File: src/rtl/pc_sequencer.sv
// Fetch program counter: sequential PC+STEP, redirect, exception and ERET selection,
// with a one-entry buffer that holds a redirect seen during a stall until the stall clears.
module pc_sequencer #(
    parameter int                WIDTH      = 32,
    parameter int                STEP       = 4,
    parameter logic [WIDTH-1:0]  RESET_PC   = 32'h0000_3000,
    parameter logic [WIDTH-1:0]  EXC_VECTOR = 32'h0000_4180,
    parameter int                ALIGN_BITS = 2
) (
    input  logic             clk,
    input  logic             reset,
    input  logic             stall,
    input  logic             redirect_valid,
    input  logic [WIDTH-1:0] redirect_target,
    input  logic             exc_valid,
    input  logic             eret_valid,
    input  logic [WIDTH-1:0] epc,
    output logic [WIDTH-1:0] pc,
    output logic [WIDTH-1:0] pc_plus_step,
    output logic             pc_misaligned,
    output logic             pending_valid
);

    localparam logic [WIDTH-1:0] STEP_W = WIDTH'(STEP);

    typedef enum logic {
        IDLE    = 1'b0,
        PENDING = 1'b1
    } state_t;

    state_t           state_q, state_d;
    logic [WIDTH-1:0] pc_q, pc_d;
    logic [WIDTH-1:0] pend_tgt_q, pend_tgt_d;

    always_ff @(posedge clk) begin
        if (reset) begin
            state_q    <= IDLE;
            pc_q       <= RESET_PC;
            pend_tgt_q <= '0;
        end else begin
            state_q    <= state_d;
            pc_q       <= pc_d;
            pend_tgt_q <= pend_tgt_d;
        end
    end

    // Exceptions and ERET bypass the stall; everything else waits for it.
    always_comb begin
        state_d    = state_q;
        pc_d       = pc_q;
        pend_tgt_d = pend_tgt_q;
        if (exc_valid) begin
            pc_d    = EXC_VECTOR;
            state_d = IDLE;
        end else if (eret_valid) begin
            pc_d    = epc;
            state_d = IDLE;
        end else if (stall) begin
            if (redirect_valid) begin
                pend_tgt_d = redirect_target;
                state_d    = PENDING;
            end
        end else if (redirect_valid) begin
            pc_d    = redirect_target;
            state_d = IDLE;
        end else if (state_q == PENDING) begin
            pc_d    = pend_tgt_q;
            state_d = IDLE;
        end else begin
            pc_d = pc_q + STEP_W;
        end
    end

    always_comb begin
        pc            = pc_q;
        pc_plus_step  = pc_q + STEP_W;
        pending_valid = (state_q == PENDING);
    end

    generate
        if (ALIGN_BITS > 0) begin : g_align
            assign pc_misaligned = |pc_q[ALIGN_BITS-1:0];
        end else begin : g_no_align
            assign pc_misaligned = 1'b0;
        end
    endgenerate

endmodule

File: config.mk
export PLATFORM = sky130hd
export DESIGN_NAME = pc_sequencer
export DESIGN_NICKNAME = d
export VERILOG_FILES = /design/src/rtl/pc_sequencer.sv
export SDC_FILE = /design/constraint.sdc
export NUM_CORES = 1
export LEC_CHECK = 0
export ABC_AREA = 1
export BUFFER_PORTS_ARGS = -buffer_cell sky130_fd_sc_hd__buf_2
export CAP_MARGIN = 20
export CORE_MARGIN = 5
export CORE_UTILIZATION = 46
export DETAILED_ROUTE_END_ITERATION = 6
export GPL_ROUTABILITY_DRIVEN = 0
export PLACE_DENSITY = 0.77
export SYNTH_ARGS = -nofsm -noshare
export SYNTH_HDL_FRONTEND = slang
export SYNTH_SLANG_ARGS = --single-unit
File: constraint.sdc
create_clock -name clk -period 1.55 [get_ports clk]
set_clock_uncertainty 0.05 [all_clocks]
set_input_delay 0.155 -clock clk [delete_from_list [all_inputs] [get_ports clk]]
set_output_delay 0.155 -clock clk [all_outputs]
set_load 0.05 [all_outputs]
# After elaboration in Yosys (flattened, before gate mapping)
# Index checks and enable logic that the tools add are counted.
[totals]
register_bits = 65
input_bits = 70
out_inout_bits = 66
word_cells = 19
[classes]
n_addsub = 1
n_eq_ne = 2
muxes = 5
n_bitwise = 3
reduce_logical = 4
[op_table]
columns = ["operator", "count"]
rows = [
  ["32-bit two-way mux", 4],
  ["32-bit by 3-bit adder with 32-bit output (second input constant)", 1],
  ["15-bit two-way mux", 1],
  ["4-bit AND reduction", 1],
  ["2-bit OR reduction", 2],
  ["4-bit OR reduction", 1],
  ["3-bit by 1-bit inequality test with 1-bit output (second input constant)", 1],
  ["1-bit inverter", 3],
  ["2-bit by 1-bit inequality test with 1-bit output (second input constant)", 1],
]

# Logic depth before layout (Yosys ltp)
# Gate-level depths: netlist of run 1.
[depth]
ltp_word = 6
depth_mapped = 12
depth_no_buf = 12

# Worst setup path before layout of run 1
# OpenSTA, ideal clock, no wires.
[synth_timing]
kind = "register -> register"
from = "register pc_q[2], in the netlist pc[2]"
to = "register pc_q[9], in the netlist pc[9]"
setup_time_ns = 0.060
arrival_time_ns = 2.609
required_ns = 1.440
slack_ns = -1.169
path_stages_with_launch = 9
path_buffers = 0
period_less_slack_ns = 2.719
path_cell_list = "dfxtp_1 -> inv_1 -> nor2_2 -> nand2_2 -> xnor2_1 -> nand2_1 -> nand3_1 -> nand2_1 -> nand2_1"
[synth_via]
elab_chain_cells = 5
[synth_lines]
columns = ["item", "line_no", "text"]
rows = [
  ["start, declared", "32", "logic [WIDTH-1:0] pc_q, pc_d;"],
  ["start signal, assigned", "42", "pc_q <= pc_d;"],
  ["32-bit by 3-bit adder with 32-bit output", "-", ""],
  ["net pc_plus_step[9]", "19", "output logic [WIDTH-1:0] pc_plus_step,"],
  ["32-bit two-way mux", "66", "end else if (state_q == PENDING) begin"],
  ["32-bit two-way mux", "63", "end else if (redirect_valid) begin"],
  ["32-bit two-way mux", "58", "end else if (stall) begin"],
  ["32-bit two-way mux", "55", "end else if (eret_valid) begin"],
]
# The timed path passes the listed nets, and every way through them passes these cells. The select of a mux whose other input is x is not followed.
# A chain may end at the register's enable or synchronous reset.

# Worst setup path after layout of run 1
[layout_timing]
from = "register pc_q[2], in the netlist pc[2]"
to = "output pc_plus_step[21]"
[layout_via]
elab_chain_cells = 1
[layout_lines]
columns = ["item", "line_no", "text"]
rows = [
  ["32-bit by 3-bit adder with 32-bit output", "76", "pc_plus_step = pc_q + STEP_W;"],
  ["end, declared", "19", ""],
]
# Every way passes these cells.

==> results.ini, run 1 <==
[floorplanning]
io_pins=136
fp-row-count=33
dieArea_um2=10500
core_area_um2=8300
die_h_um=103
fp.dieW_um=103
start_util_pct=47.6

[finish]
syn_to_final_growth_pct=67.1
drive_gt1_share_pct=47.7
nFillCells=528
antenna_cells=0
layout.cells.non_filler=936
nNetsFinal=897

[pwr]
switchingPower_mw=1.69
combPwrFrac_pct=29.5
p_clk_share_pct=30.5
vdd_ir_drop_max_mv=0.562
switching_share_pct=37.3
cellLeakagePower_nw=2.86
pwr-share-seq_pct=40.1
powerDensity_nw_per_um2=685
p_int_mw=2.83

[synthesis]
async_reset_ff_share_pct=0
synth_area_leaders=dfxtp_1, nand2_1, a21oi_1
syn-cell-area_um2=3950
synthMuxAreaShare_pct=0
yosys.area_share.simple_pct=35.3
synth_common_cells=nand2_1, nor2_1, dfxtp_1
seq_area_frac_synth_pct=33.0
synth-adder-area-share_pct=0.317
ys_warn_count=0
synth_edf_count=0
synth_fp_nets=699
synth-seq-cells=65
post_synth_num_cell_types=33
syn_area_per_cell_um2=6.29
yosysMostFrequentCell=nand2_1
synth-compound-area-share_pct=19.4
yosys.area.top_type=dfxtp_1
synth_top_family_by_area=simple AND/OR/NAND/NOR gates
synth_ff_type=dfxtp_1
synth_top_area_share_pct=33.0
synth_cells=628
synth-xor-area-share_pct=4.31

[hold_path]
holdPathEnd=pend_tgt_q[11]
hp-class=input port to flip-flop
hp-start=redirect_target[11]
min_path_cells=3

[outcome]
status=finished with violations
failed_checks=negative hold slack, negative setup slack

[timing]
final.min_clock_period_ns=2.08
fin_ws_ns=-0.529
hold_ws_ns=-0.000210
fmax_mhz=481
fin_tns_setup_ns=-13.37
finalMaxSlewViolations=0
rsz0062_at_grt=yes
setup_violations=50
finalHoldViolations=1
post-route-period-util_pct=134
max_slew_margin_pct=52.7
tightest_slew_ns=0.708

[worst_setup_path]
end_kind=primary output
reg2regPathDepth=11
r2r_start=pc[2]
r2r_end=pc[27]
cp.arrival_ns=1.87
regToRegSetupSlack_ns=-0.23
required_ns=1.34
worst-setup-path-type=flip-flop to primary output
crit_path_max_fanout=4
worst_setup_path_start_kind=flip-flop

[route]
drt.antenna.violating_nets=0
via_per_inst=5.83
wl_per_cell_um=19.3
drc_errors=0
first_pass_iters=7
drt-total-wl_mm=18.0
vias=5455
initialDrtViolationCount=457

[cts]
insertion_delay_ns=0.36
cts_buffer_depth=2
h-tree-depth=3
clk_pin_slew_ns=0.09
cts_sinks=65
cts_buffers=9
root_buffer=clkbuf_8
cts_tree=yes

[place]
dp.cells=905
dp_hpwl_mm=11.2
io_buffers=135

[run]
max_cap_violations=0

[global_routing]
grt_max_degree=43
grt_pass1_wl_mm=24.2
antenna_found_initial=0
grt_pass1_vias=4875
grt.total_usage_pct=29.3
grt-ovfl-total=0

-- registers in the layout, summed over array words and instances (netlist names), named ones only --
name	count
pend_tgt_q	32
pc	30
pending_valid	1
-- power by group through the flow --
stage | Combinational [mW] | Sequential [mW] | Clock (mW)
floorplan | 0.546 | 2.02 | 0
global placement | 1.12 | 1.82 | 0
detailed placement | 1.14 | 1.83 | 0
CTS | 1.23 | 1.79 | 1.36
global route | 1.40 | 1.82 | 1.45
finish | 1.33 | 1.81 | 1.38
-- worst max-delay path by stage --
stage	endpoint	from	depth (start not counted)	slack [ns]
3_3_place_gp	pc_plus_step[22]	pc[2]	8	-0.18
6_report	pc_plus_step[21]	pc[2]	8	-0.53
5_1_grt	pc_plus_step[23]	pc[15]	7	-0.59
4_1_cts	pc_plus_step[21]	pc[2]	8	-0.41
3_5_place_dp	pc_plus_step[22]	pc[2]	8	-0.21
2_1_floorplan	pc[13]	pc[2]	9	-0.45
-- worst max-delay path, stage by stage, from the launching register on --
cell	delay, ns
dfxtp_4	0.36
buf_6	0.11
clkinvlp_4	0.11
nor2_4	0.18
nand2_4	0.11
nor2_4	0.22
nand4_1	0.18
nand2_4	0.11
buf_8	0.14
-- cell type report --
type / instances / area [um2] / area share [%]
sequential: 65 / 1390 / 21.0
clock inverter: 5 / 36.3 / 0.550
timing repair buffer: 217 / 1600 / 24.2
tap: 105 / 131 / 1.99
clock buffer: 11 / 141 / 2.14
inverter: 44 / 184 / 2.79
multi-input combinational: 489 / 3120 / 47.2
-- placed cells by master (no fill, tap or decap), types with 4 or more instances in the layout --
cell type	count
nor2_1	42
o21ai_0	34
nand2_1	181
xor2_4	8
nand2_2	28
a221oi_1	12
a21oi_2	6
buf_6	35
inv_4	4
buf_8	12
nand3b_1	4
buf_2	106
o21ai_1	8
inv_1	33
clkbuf_8	10
nor2_4	28
nand3_2	6
nand3_1	5
nor2_2	13
buf_4	62
dfxtp_2	7
dfxtp_1	37
o211ai_1	9
dfxtp_4	21
inv_2	7
a21oi_1	55
nand2_4	24
xnor2_4	7
-- cell families after synthesis --
| logic type | after synthesis |
|---|---|
| AOI/OAI and AO/OA | 134 |
| buffers and inverters | 74 |
| DFF | 65 |
| and+or+nand+nor | 338 |
| xor gates and xnor gates | 16 |
| adders and majority gates | 1 |
-- layer usage --
metal  track usage [%]  wire length [um]
met1              36.9              6510
met2              50.2              8780
met3              6.70              1740
met4              8.38              1020
met5                 0                 0
-- repair_timing --
action / CTS / global route
endpoints found under the hold margin: 1 / 0
hold buffers: 1 / 0
pin swaps: 38 / 42
resized for setup: 130 / 86
endpoints found under the setup margin: 36 / 56
buffers inserted: 7 / 10
-- per-stage QoR --
step,power (mW),instance area [um2],util [%],setup slack (ns)
2_1_floorplan,2.56,4380,-,-0.455
6_report,4.52,6600,79.5,-0.529
3_3_place_gp,2.94,5550,66.9,-0.179
4_1_cts,4.39,6230,75.1,-0.410
5_1_grt,4.66,6600,79.5,-0.593
3_5_place_dp,2.96,5550,66.9,-0.213
Power figures use the tool's default switching activity.
==> run 2: changes to the inputs <==
--- a/config.mk
+++ b/config.mk
@@ -13,6 +13,7 @@
 export DETAILED_ROUTE_END_ITERATION = 6
 export GPL_ROUTABILITY_DRIVEN = 0
 export PLACE_DENSITY = 0.77
+export SETUP_SLACK_MARGIN = 0.1
 export SYNTH_ARGS = -nofsm -noshare
 export SYNTH_HDL_FRONTEND = slang
 export SYNTH_SLANG_ARGS = --single-unit
==> run 2 against run 1 <==
Compared with the run above:
- the run ends with negative setup slack left
- sequential cell count stayed put
- design area is 2.0% higher
- global-route usage rose by 2.6 points
- power up 4.0%
- register-to-register slack worse by 0.04 ns
- via count up 1.7%
- sequential power barely moved
- maximum frequency shrank 2.2%
- largest cell class unchanged
- largest power group unchanged
==> results.ini, run 2 (synthesis gave the netlist of run 1 again) <==
[finish]
layout.cells.non_filler=951
nFillCells=489
largest_register=pend_tgt_q
largest_reg_flops=32
syn_to_final_growth_pct=70.5
layout_commonest_cell=nand2_1
regArea_um2=1390
layout_common_cells=nand2_1, buf_2, buf_4
multi_input_area_um2=3090
antenna_cells=0
nNetsFinal=912
drive_gt1_share_pct=47.8

[pwr]
p_clk_share_pct=32.4
combPwrFrac_pct=29.3
switching_share_pct=36.3
p_int_mw=3.00
vdd_ir_drop_max_mv=0.579
cellLeakagePower_nw=2.84
pwr-share-seq_pct=38.3
design_power_total_mw=4.70
switchingPower_mw=1.70
powerDensity_nw_per_um2=698

[cts]
cts_buffers=9
cts_buffer_depth=2
insertion_delay_ns=0.37
cts_sinks=65
root_buffer=clkbuf_8
cts_tree=yes
clk_pin_slew_ns=0.08
h-tree-depth=3

[worst_setup_path]
end_kind=primary output
crit_path_max_fanout=4
cp.arrival_ns=1.92
worst-setup-path-type=flip-flop to primary output
required_ns=1.34
worst_setup_path_start_kind=flip-flop

[hold_path]
hp-class=input port to flip-flop

[global_routing]
grt.total_usage_pct=31.9
grt_pass1_vias=5226
met3_usage_pct=7.37
busiest_layer=met2
grt_pass1_wl_mm=26.1
grt_util_met2_pct=52.6
antenna_found_initial=0
grt-ovfl-total=0
grt.met1_usage_pct=38.5
grt_max_degree=43

[floorplanning]
dieArea_um2=10500
core_area_um2=8300
die_h_um=103
start_util_pct=47.6
io_pins=136
fp-row-count=33
fp.dieW_um=103

[run]
max_cap_violations=0

[timing]
final.min_clock_period_ns=2.13
max_slew_margin_pct=54.9
fin_ws_ns=-0.577
rsz0062_at_grt=yes
tightest_slew_ns=0.676
setup_violations=45
post-route-period-util_pct=137
fin_tns_setup_ns=-13.29
fmax_mhz=470
finalMaxSlewViolations=0
finalHoldViolations=0

[outcome]
status=finished with violations
failed_checks=negative setup slack

[place]
dp.cells=909
dp_hpwl_mm=11.3
io_buffers=135

[route]
vias=5546
drt-total-wl_mm=18.3
drt.antenna.violating_nets=0
initialDrtViolationCount=492
drc_errors=0
via_per_inst=5.83
wl_per_cell_um=19.2
first_pass_iters=6

==> run 2: cell type report <==
| class | count | area share (%) |
|---|---|---|
| Clock inverter | 3 | 0.297 |
| Multi-Input combinational cell | 489 | 45.9 |
| Timing Repair Buffer | 232 | 25.9 |
| Inverter | 44 | 2.62 |
| Tap cell | 105 | 1.95 |
| Sequential cell | 65 | 20.7 |
| Clock buffer | 13 | 2.68 |
==> run 2: final timing paths <==
path,depth (start not counted),to,slack (ns),start
setup / recovery,9,pc_plus_step[23],-0.58,pc[3]
hold / removal,3,pend_tgt_q[8],0.004,redirect_target[8]
setup reg to reg,11,pc[30],-0.27,pc[28]
hold reg to reg,2,pend_tgt_q[15],0.41,pend_tgt_q[15]
==> run 2: power groups by stage <==
stage / Sequential (mW) / Clock [mW] / Combinational, mW
detailed placement: 1.83 / 0 / 1.15
finish: 1.80 / 1.52 / 1.38
global placement: 1.82 / 0 / 1.13
CTS: 1.79 / 1.50 / 1.30
floorplan: 2.02 / 0 / 0.546
global route: 1.81 / 1.58 / 1.45
==> run 2: per-stage QoR <==
| step | area, um2 | utilization [%] | setup WS, ns | hold slack (ns) |
|---|---|---|---|---|
| after global placement | 5610 | 67.6 | -0.167 | 0.356 |
| after CTS | 6570 | 79.2 | -0.437 | 0.000647 |
| after detailed placement | 5610 | 67.6 | -0.183 | 0.356 |
| final | 6730 | 81.1 | -0.577 | 0.00410 |
| after floorplan | 4380 | - | -0.455 | 0.243 |
| after global routing | 6730 | 81.1 | -0.643 | 0.00417 |
==> run 2: what timing repair did <==
action | CTS | global route
pin swaps | 43 | 26
setup endpoints to repair | 55 | 60
hold buffers | 14 | 0
setup buffers | 13 | 6
resized for setup | 160 | 49
endpoints found under the hold margin | 14 | 0
==> run 2: worst max-delay path, cell delays in order (launching register included) <==
cell and delay [ns]:
dfxtp_4 0.36, buf_4 0.13, nand2_2 0.07, nor2_4 0.16, buf_4 0.13, nand2_1 0.09
nor2_4 0.17, nand4_1 0.15, nand2_2 0.13, buf_8 0.15
==> run 2: layer usage <==
layer | routed length [um] | part of all wire, % | vias up
li1 | - | - | 2463
met1 | 6640 | 36 | 2563
met2 | 8750 | 48 | 399
met3 | 1800 | 9.9 | 121
met4 | 1110 | 6.1 | 0
met5 | 0 | 0 | -
